==> src/rtl/uart_rx_ctrl_if.sv <==
// Bus-side handshake of the UART receive controller: received byte, valid/ack
// holding-register handshake and the sticky error flags.
interface uart_rx_ctrl_if;
  logic [7:0] rx_data;
  logic       rx_valid;
  logic       frame_error;
  logic       overrun;
  logic       busy;
  logic       read_ack;

  modport master (
    output rx_data,
    output rx_valid,
    output frame_error,
    output overrun,
    output busy,
    input  read_ack
  );

  modport slave (
    input  rx_data,
    input  rx_valid,
    input  frame_error,
    input  overrun,
    input  busy,
    output read_ack
  );
endinterface

==> src/rtl/uart_rx_ctrl.sv <==
// 16x-oversampling 8N1 UART receiver: start/data/stop FSM advanced only on
// baud ticks, with a valid/ack holding register and sticky error flags.
module uart_rx_ctrl #(
  parameter int DATA_BITS = 8
) (
  input  logic           clock,
  input  logic           reset_n,
  input  logic           uart_tick_16x,
  input  logic           rx,
  uart_rx_ctrl_if.master bus
);

  typedef enum logic [2:0] {
    S_IDLE      = 3'd0,
    S_START     = 3'd1,
    S_DATA      = 3'd2,
    S_STOP      = 3'd3,
    S_WAIT_HIGH = 3'd4
  } state_t;

  localparam logic [2:0] LAST_BIT    = 3'(DATA_BITS - 1);
  localparam int         ALIGN_SHIFT = 8 - DATA_BITS;

  state_t     r_state;
  state_t     w_state_nxt;
  logic [3:0] r_tick_cnt;
  logic [3:0] w_tick_nxt;
  logic [2:0] r_bit_idx;
  logic [2:0] w_bit_nxt;
  logic [7:0] r_shreg;
  logic       r_sync1;
  logic       r_sync2;
  logic       w_rx_s;

  logic       w_shift;
  logic       w_load;
  logic       w_ferr_set;
  logic       w_busy_nxt;

  logic [7:0] r_rx_data;
  logic       r_rx_valid;
  logic       r_frame_error;
  logic       r_overrun;
  logic       r_busy;

  assign w_rx_s = r_sync2;

  // Two-flop synchronizer for the asynchronous serial line (idles high)
  always_ff @(posedge clock) begin
    if (!reset_n) begin
      r_sync1 <= 1'b1;
      r_sync2 <= 1'b1;
    end else begin
      r_sync1 <= rx;
      r_sync2 <= r_sync1;
    end
  end

  // FSM state register together with its tick and bit counters
  always_ff @(posedge clock) begin
    if (!reset_n) begin
      r_state    <= S_IDLE;
      r_tick_cnt <= 4'd0;
      r_bit_idx  <= 3'd0;
    end else begin
      r_state    <= w_state_nxt;
      r_tick_cnt <= w_tick_nxt;
      r_bit_idx  <= w_bit_nxt;
    end
  end

  // Next-state logic; every transition is gated by the 16x tick
  always_comb begin
    w_state_nxt = r_state;
    w_tick_nxt  = r_tick_cnt;
    w_bit_nxt   = r_bit_idx;
    case (r_state)
      S_IDLE: begin
        if (uart_tick_16x && !w_rx_s) begin
          w_state_nxt = S_START;
          w_tick_nxt  = 4'd0;
        end else begin
          w_state_nxt = S_IDLE;
        end
      end
      S_START: begin
        if (uart_tick_16x) begin
          if (r_tick_cnt == 4'd7) begin
            // Mid-bit check: a high line here was only a glitch
            if (!w_rx_s) begin
              w_state_nxt = S_DATA;
              w_tick_nxt  = 4'd0;
              w_bit_nxt   = 3'd0;
            end else begin
              w_state_nxt = S_IDLE;
            end
          end else begin
            w_tick_nxt = r_tick_cnt + 4'd1;
          end
        end else begin
          w_state_nxt = S_START;
        end
      end
      S_DATA: begin
        if (uart_tick_16x) begin
          w_tick_nxt = r_tick_cnt + 4'd1;
          if (r_tick_cnt == 4'd15) begin
            w_bit_nxt = r_bit_idx + 3'd1;
            if (r_bit_idx == LAST_BIT) begin
              w_state_nxt = S_STOP;
            end else begin
              w_state_nxt = S_DATA;
            end
          end else begin
            w_state_nxt = S_DATA;
          end
        end else begin
          w_state_nxt = S_DATA;
        end
      end
      S_STOP: begin
        if (uart_tick_16x) begin
          w_tick_nxt = r_tick_cnt + 4'd1;
          if (r_tick_cnt == 4'd15) begin
            if (w_rx_s) begin
              w_state_nxt = S_IDLE;
            end else begin
              w_state_nxt = S_WAIT_HIGH;
            end
          end else begin
            w_state_nxt = S_STOP;
          end
        end else begin
          w_state_nxt = S_STOP;
        end
      end
      S_WAIT_HIGH: begin
        // Hold off until the line returns high so a break cannot retrigger
        if (uart_tick_16x && w_rx_s) begin
          w_state_nxt = S_IDLE;
        end else begin
          w_state_nxt = S_WAIT_HIGH;
        end
      end
      default: begin
        w_state_nxt = S_IDLE;
        w_tick_nxt  = 4'd0;
        w_bit_nxt   = 3'd0;
      end
    endcase
  end

  // Output decode: datapath strobes derived from the current state and tick
  always_comb begin
    w_shift    = 1'b0;
    w_load     = 1'b0;
    w_ferr_set = 1'b0;
    if (uart_tick_16x && (r_tick_cnt == 4'd15)) begin
      w_shift    = (r_state == S_DATA);
      w_load     = (r_state == S_STOP) && w_rx_s;
      w_ferr_set = (r_state == S_STOP) && !w_rx_s;
    end else begin
      w_shift    = 1'b0;
      w_load     = 1'b0;
      w_ferr_set = 1'b0;
    end
    w_busy_nxt = (w_state_nxt != S_IDLE);
  end

  // Shift register, holding register and sticky flags; a set beats read_ack
  always_ff @(posedge clock) begin
    if (!reset_n) begin
      r_shreg       <= 8'h00;
      r_rx_data     <= 8'h00;
      r_rx_valid    <= 1'b0;
      r_frame_error <= 1'b0;
      r_overrun     <= 1'b0;
      r_busy        <= 1'b0;
    end else begin
      if (w_shift) begin
        r_shreg <= {w_rx_s, r_shreg[7:1]};
      end
      if (w_load) begin
        r_rx_data <= r_shreg >> ALIGN_SHIFT;
      end
      if (w_load) begin
        r_rx_valid <= 1'b1;
      end else if (bus.read_ack) begin
        r_rx_valid <= 1'b0;
      end
      if (w_ferr_set) begin
        r_frame_error <= 1'b1;
      end else if (bus.read_ack) begin
        r_frame_error <= 1'b0;
      end
      if (w_load && r_rx_valid && !bus.read_ack) begin
        r_overrun <= 1'b1;
      end else if (bus.read_ack) begin
        r_overrun <= 1'b0;
      end
      r_busy <= w_busy_nxt;
    end
  end

  assign bus.rx_data     = r_rx_data;
  assign bus.rx_valid    = r_rx_valid;
  assign bus.frame_error = r_frame_error;
  assign bus.overrun     = r_overrun;
  assign bus.busy        = r_busy;

endmodule

==> src/flat_wrapper.sv <==
// flat-port wrapper written by rule: the top's interface ports become plain ports
module uart_rx_ctrl_flat 
#(
  parameter int DATA_BITS = 8
)
  (clock, reset_n, uart_tick_16x, rx, bus_rx_data, bus_rx_valid, bus_frame_error, bus_overrun, bus_busy, bus_read_ack);
  uart_rx_ctrl_if bus_i ();
  input  logic clock;
  input  logic reset_n;
  input  logic uart_tick_16x;
  input  logic rx;
  output wire logic [$bits(bus_i.rx_data)-1:0] bus_rx_data;
  output wire logic [$bits(bus_i.rx_valid)-1:0] bus_rx_valid;
  output wire logic [$bits(bus_i.frame_error)-1:0] bus_frame_error;
  output wire logic [$bits(bus_i.overrun)-1:0] bus_overrun;
  output wire logic [$bits(bus_i.busy)-1:0] bus_busy;
  input wire logic [$bits(bus_i.read_ack)-1:0] bus_read_ack;
  assign bus_rx_data = bus_i.rx_data;
  assign bus_rx_valid = bus_i.rx_valid;
  assign bus_frame_error = bus_i.frame_error;
  assign bus_overrun = bus_i.overrun;
  assign bus_busy = bus_i.busy;
  assign bus_i.read_ack = bus_read_ack;
  uart_rx_ctrl #(.DATA_BITS(DATA_BITS)) u_core (.clock(clock), .reset_n(reset_n), .uart_tick_16x(uart_tick_16x), .rx(rx), .bus(bus_i));
endmodule
==> config.mk <==
export PLATFORM = sky130hd
export DESIGN_NAME = uart_rx_ctrl_flat
export DESIGN_NICKNAME = d
export VERILOG_FILES = /design/src/rtl/uart_rx_ctrl_if.sv /design/src/rtl/uart_rx_ctrl.sv /design/src/flat_wrapper.sv
export SDC_FILE = /design/constraint.sdc
export NUM_CORES = 1
export LEC_CHECK = 0
export CORE_MARGIN = 3
export CORE_UTILIZATION = 35
export CTS_CLUSTER_SIZE = 25
export DETAILED_ROUTE_END_ITERATION = 8
export PLACE_DENSITY = 0.57
export SYNTH_ARGS = -nofsm -noshare
export SYNTH_HDL_FRONTEND = slang
export SYNTH_SLANG_ARGS = --single-unit
==> constraint.sdc <==
create_clock -name clock -period 1.8 [get_ports clock]
set_clock_uncertainty 0.2 [all_clocks]
set_input_delay 0.45 -clock clock [delete_from_list [all_inputs] [get_ports clock]]
set_output_delay 0.45 -clock clock [all_outputs]
set_load 0.005 [all_outputs]
After elaboration in Yosys (flattened, before gate mapping)
Index checks and enable logic that the tools add are counted.
{"block": "totals", "output_inout_bits": 12, "inputBits": 5, "wordCells": 79, "ff_bits": 32}
{"block": "classes", "n_bitwise": 2, "n_mux": 31, "n_addsub": 2, "reduce_logical": 18, "n_eq_ne": 15}
{"operator": "2-to-1 mux 3 bit", "n": 11}
{"operator": "2-to-1 mux 4 bit", "n": 5}
{"operator": "one-hot mux 4 bit (4 select lines)", "n": 1}
{"operator": "one-hot mux 3 bit (5 select lines)", "n": 1}
{"operator": "2-to-1 mux 1 bit", "n": 11}
{"operator": "one-hot mux 3 bit (3 select lines)", "n": 1}
{"operator": "!= test 2 x 1 -> 1 bit, second input constant", "n": 4}
{"operator": "logical AND 1 bit", "n": 7}
{"operator": "== test 3 x 2 -> 1 bit, second input constant", "n": 2}
{"operator": "== test 3 bit, second input constant", "n": 2}
{"operator": "!= test 2 bit, second input constant", "n": 3}
{"operator": "AND reduction 6 bit", "n": 1}
{"operator": "nonzero test 2 bit", "n": 3}
{"operator": "AND reduction 5 bit", "n": 1}
{"operator": "adder 4 x 1 -> 4 bit, second input constant", "n": 1}
{"operator": "== test 4 x 3 -> 1 bit, second input constant", "n": 1}
{"operator": "== test 4 bit, second input constant", "n": 1}
{"operator": "adder 3 x 1 -> 3 bit, second input constant", "n": 1}
{"operator": "== test 3 x 1 -> 1 bit, second input constant", "n": 1}
{"operator": "zero test 3 bit", "n": 1}
{"operator": "!= test 3 bit, second input constant", "n": 1}
{"operator": "nonzero test 3 bit", "n": 1}
{"operator": "OR reduction 3 bit", "n": 1}
{"operator": "zero test 1 bit", "n": 2}
{"operator": "3 further kinds", "n": 4}

Depth between registers and ports, before layout
{"block": "logic_depth", "depth_word": 6, "ltp_mapped": 6, "ltp_nobuf": 5}

Worst setup path before layout
No wires, ideal clock.
{"block": "synth_timing", "kind": "register -> register", "from": "register u_core.r_tick_cnt[0]", "to": "register u_core.r_shreg[0]", "t_arrival_ns": 1.396, "required_time_ns": 1.484, "n_path_buf": 0, "stages_incl_launch_ff": 6, "period_less_slack_ns": 1.713, "setup_ns": 0.116, "setup_slack_ns": 0.087, "path_cell_list": "dfxtp_1 > ha_1 > nand3_4 > nor3_4 > mux2i_1 > nor2b_1"}
{"block": "synth_via", "elab_chain_cells": 3}
{"element": "start, declared", "line_no": "uart_rx_ctrl.sv:26", "source": "logic [3:0] r_tick_cnt;"}
{"element": "start signal, assigned", "line_no": "uart_rx_ctrl.sv:67", "source": "r_tick_cnt <= w_tick_nxt;"}
{"element": "== test 4 bit", "line_no": "uart_rx_ctrl.sv:158", "source": "if (uart_tick_16x && (r_tick_cnt == 4'd15)) begin"}
{"element": "logical AND 1 bit", "line_no": "uart_rx_ctrl.sv:158"}
{"element": "2-to-1 mux 1 bit", "line_no": "uart_rx_ctrl.sv:158"}
{"element": "end signal, assigned", "line_no": "uart_rx_ctrl.sv:181", "source": "r_shreg <= {w_rx_s, r_shreg[7:1]};"}
{"element": "end, declared", "line_no": "uart_rx_ctrl.sv:30", "source": "logic [7:0] r_shreg;"}
No other way between the ends.
A chain may end at the register's enable or synchronous reset.

Final worst setup path
{"block": "layout_timing", "from": "register u_core.r_rx_data[0], in the netlist u_core.bus.rx_data[0]", "to": "output bus_rx_data[0]"}
{"element": "start, declared", "line_no": "uart_rx_ctrl.sv:40", "source": "logic [7:0] r_rx_data;"}
{"element": "start signal, assigned", "line_no": "uart_rx_ctrl.sv:184", "source": "r_rx_data <= r_shreg >> ALIGN_SHIFT;"}
{"element": "end, declared", "line_no": "flat_wrapper.sv:12", "source": "output wire logic [$bits(bus_i.rx_data)-1:0] bus_rx_data;"}
No word-level cell between the ends.

==> parameters.txt <==
Parameter                              Value

Clock network
  Post-CTS Setup Inserts ... 0
  Clock insertion delay at the later pin of the skew report ... 0.28 ns
  Clock sink count ... 32
  Clock tree root buffer cell ... clkbuf_8
  CTS H-tree depth ... 2
  Clock Path Buffers ... 2
  CTS tree ... yes
  Total clock buffers created by CTS ... 5
  CTS clock-pin slew for the worst setup and hold paths ... 0.06 ns
  Quantity of gates resized following cts ... 4
  Count of hold-fix buffers inserted at cts ... 0

Critical path
  Worst Reg-to-Reg Cells ... 7
  WP data arrival ... 1.09 ns
  Worst Setup Path Type ... reg -> out
  Category of cells accounting for the largest share of critical-path delay ... buffers and inverters
  Delay contributed by the slowest stage of the critical path ... 0.49 ns
  Cell at the slowest stage of the critical path ... clkdlybuf4s50_1
  Setup slack, reg-to-reg ... 0.11 ns
  Critical Path Stages ... 1
  Capturing element type of the critical path ... output pin
  CP endpoint ... bus_rx_data[0]
  Launch point of the worst path ... u_core.bus.rx_data[0]
  Worst path buffer plus inverter count ... 1
  Terminus of the critical flop-to-flop path ... u_core.r_shreg[7]
  Maximum fanout encountered on the critical timing path ... 2
  Reg-to-reg startpoint ... u_core.r_tick_cnt[0]
  Crit start category ... register
  CP Data Required Time ... 1.15 ns
  Critical Path, Cell by Cell ... clkdlybuf4s50_1

Finish
  Utilization after layout ... 51.0%
  Layout area overhead ... 34.1%
  Fraction of layout instances using a drive strength above 1 ... 22.4%
  Layout filler cell count ... 359
  Antenna cell count ... 0
  Net count, final ... 190
  Non-Filler Instances ... 231
  Multi-input gate area in the final layout ... 773 µm²
  Register area ... 649 µm²

Die
  Number of top-level design ports ... 17
  Die Area ... 4970 µm²
  Number of cell rows ... 22
  Die Span X ... 70.5 µm
  Die outline height ... 70.5 µm
  Starting density of the core ... 38.0%
  Core Box Area ... 3830 µm²

Synthesis
  Area share of the largest cell type after synthesis ... 44.0%
  Sequential area share after synthesis ... 44.0%
  Total nets after synthesis ... 155
  Syn Std Cell Area ... 1460 µm²
  Fraction of registers with async set or reset after synthesis ... 0%
  Post-synthesis average cell area ... 9.90 µm²
  Dominant cell by count in the synthesized netlist ... dfxtp_1
  Seq cells post-synth ... 32
  Count of flip-flops with a built-in enable after synthesis ... 0
  Synth top cells by count ... dfxtp_1, nor2b_1, mux2i_1
  Cell count after synthesis ... 147
  Yosys warning total ... 0
  Synth cell types ... 37
  Most frequently used flop master after synthesis ... dfxtp_1
  Largest cells by area after synthesis ... dfxtp_1, mux2i_1, nor2b_1
  Cell taking the most area after synthesis ... dfxtp_1

STA
  F_max ... 573 MHz
  Final number of max-transition violations ... 0
  Slew margin rel. ... 80.3%
  Post-Route Setup TNS ... 0 ns
  Final period util ... 96.9%
  Worst hold margin ... 0.212 ns
  Final setup vio count ... 0
  Clock period minus final worst setup slack ... 1.74 ns
  Worst Tran Pin Value ... 0.291 ns
  Number of hold-slack violations in the final timing report ... 0

Detailed routing
  Antenna Nets Post-Route ... 0
  Routed wire per std cell ... 13.1 µm
  Final routed DRC violation total ... 0
  Total number of vias ... 1153
  Violation count after the first detailed-routing iteration ... 67
  Vias/cell ... 4.99
  Sum of routed wire length over all layers ... 3040 µm
  Initial DRT Pass Iterations ... 4

Placed design
  RePlAce Congestion ... 0.903
  Placed insts ... 223
  Detailed-placement wirelength estimate ... 2180 µm
  Number of I/O port buffers ... 16

Power and ir drop
  Worst vdd rail ir drop ... 471 µV
  PwrDens ... 783 nW/µm²
  P_leak ... 0.000789 µW

Hold path
  Path category of the worst min-delay check ... reg -> reg
  Source of the worst hold timing path ... u_core.r_sync1
  WHS Path Cells ... 1

Job
  Max-capacitance violation count ... 0

GRT
  Residual overflow from global routing ... 0
  Number of antenna violations at the first check in global routing ... 0
  Total GRT Usage ... 13.6%
  Number of global-route vias before repair ... 1117
  First-pass GRT wire length ... 5240 µm
  Maximum number of pins on one net before global-route repair ... 22

Outcome
  Status ... finished clean
## where the power goes
part	switching (µW)	total [µW]	internal, µW
clock network	257	745	488
logic	32.1	66.1	34.0
registers	3.08	716	713
## state kept, by name, summed over array words and instances (netlist names)
| signal | count |
|---|---|
| u_core.r_tick_cnt | 4 |
| u_core.r_sync2 | 1 |
| u_core.bus.rx_data | 8 |
| u_core.r_shreg | 8 |
| u_core.bus.overrun | 1 |
| u_core.r_sync1 | 1 |
| u_core.r_bit_idx | 3 |
| u_core.bus.rx_valid | 1 |
| u_core.bus.busy | 1 |
| u_core.bus.frame_error | 1 |
| u_core.r_state | 3 |
## worst min path at each step
stage	end	slack (ns)
after floorplan	u_core.r_sync2	0.19
after global placement	u_core.r_sync2	0.19
after detailed placement	u_core.r_sync2	0.20
after CTS	u_core.r_sync2	0.22
after global routing	u_core.r_sync2	0.23
final	u_core.r_sync2	0.21
## cells by family after synthesis
| group | Yosys count | synth area share, % |
|---|---|---|
| compound gates | 23 | 10.7 |
| fa+ha+maj | 3 | 2.58 |
| buf+inv | 12 | 3.70 |
| flops | 32 | 44.0 |
| mux | 20 | 13.8 |
| simple gates | 57 | 25.3 |
## through the flow
step / setup WS [ns] / instance area, µm² / total power, µW
global placement: -0.449 / 1800 / 797
detailed placement: -0.487 / 1800 / 798
floorplan: 0.0874 / 1460 / 765
finish: 0.0560 / 1950 / 1530
global route: -0.00249 / 1950 / 1600
CTS: 0.00915 / 1920 / 1550
## final cells by class
cell class | count | area share, %
clock inverters | 1 | 1.54
clock buffers | 7 | 4.94
well taps | 48 | 3.08
flip-flops and latches | 32 | 33.3
inverters | 5 | 0.962
multi-input cells | 103 | 39.6
repair buffers | 35 | 16.6
## cell usage in the layout (no fill, tap or decap), types with 3 or more instances in the layout
cell / Yosys / final
dfxtp_1: 32 / 25
nor2b_1: 21 / 21
mux2i_1: 20 / 20
buf_4: 2 / 18
nand2_1: 8 / 8
o21ai_0: 8 / 8
clkdlybuf4s50_1: 0 / 8
clkbuf_8: 0 / 7
dfxtp_2: 0 / 7
dlymetal6s2s_1: 0 / 6
inv_1: 5 / 5
nand2b_1: 5 / 5
nor2_1: 3 / 3
nand3b_1: 3 / 3
and2_1: 3 / 3
nor3b_1: 3 / 3
## per-layer routing
layer  track usage, %  part of all wire, %  vias to the layer above
met4             5.53                  1.1                        0
li1                 -                    -                      584
met5                0                    0                        -
met3             5.32                  4.3                        4
met2             20.6                   46                       25
met1             17.1                   48                      540
Note: power is estimated with default switching activity, not from simulation.
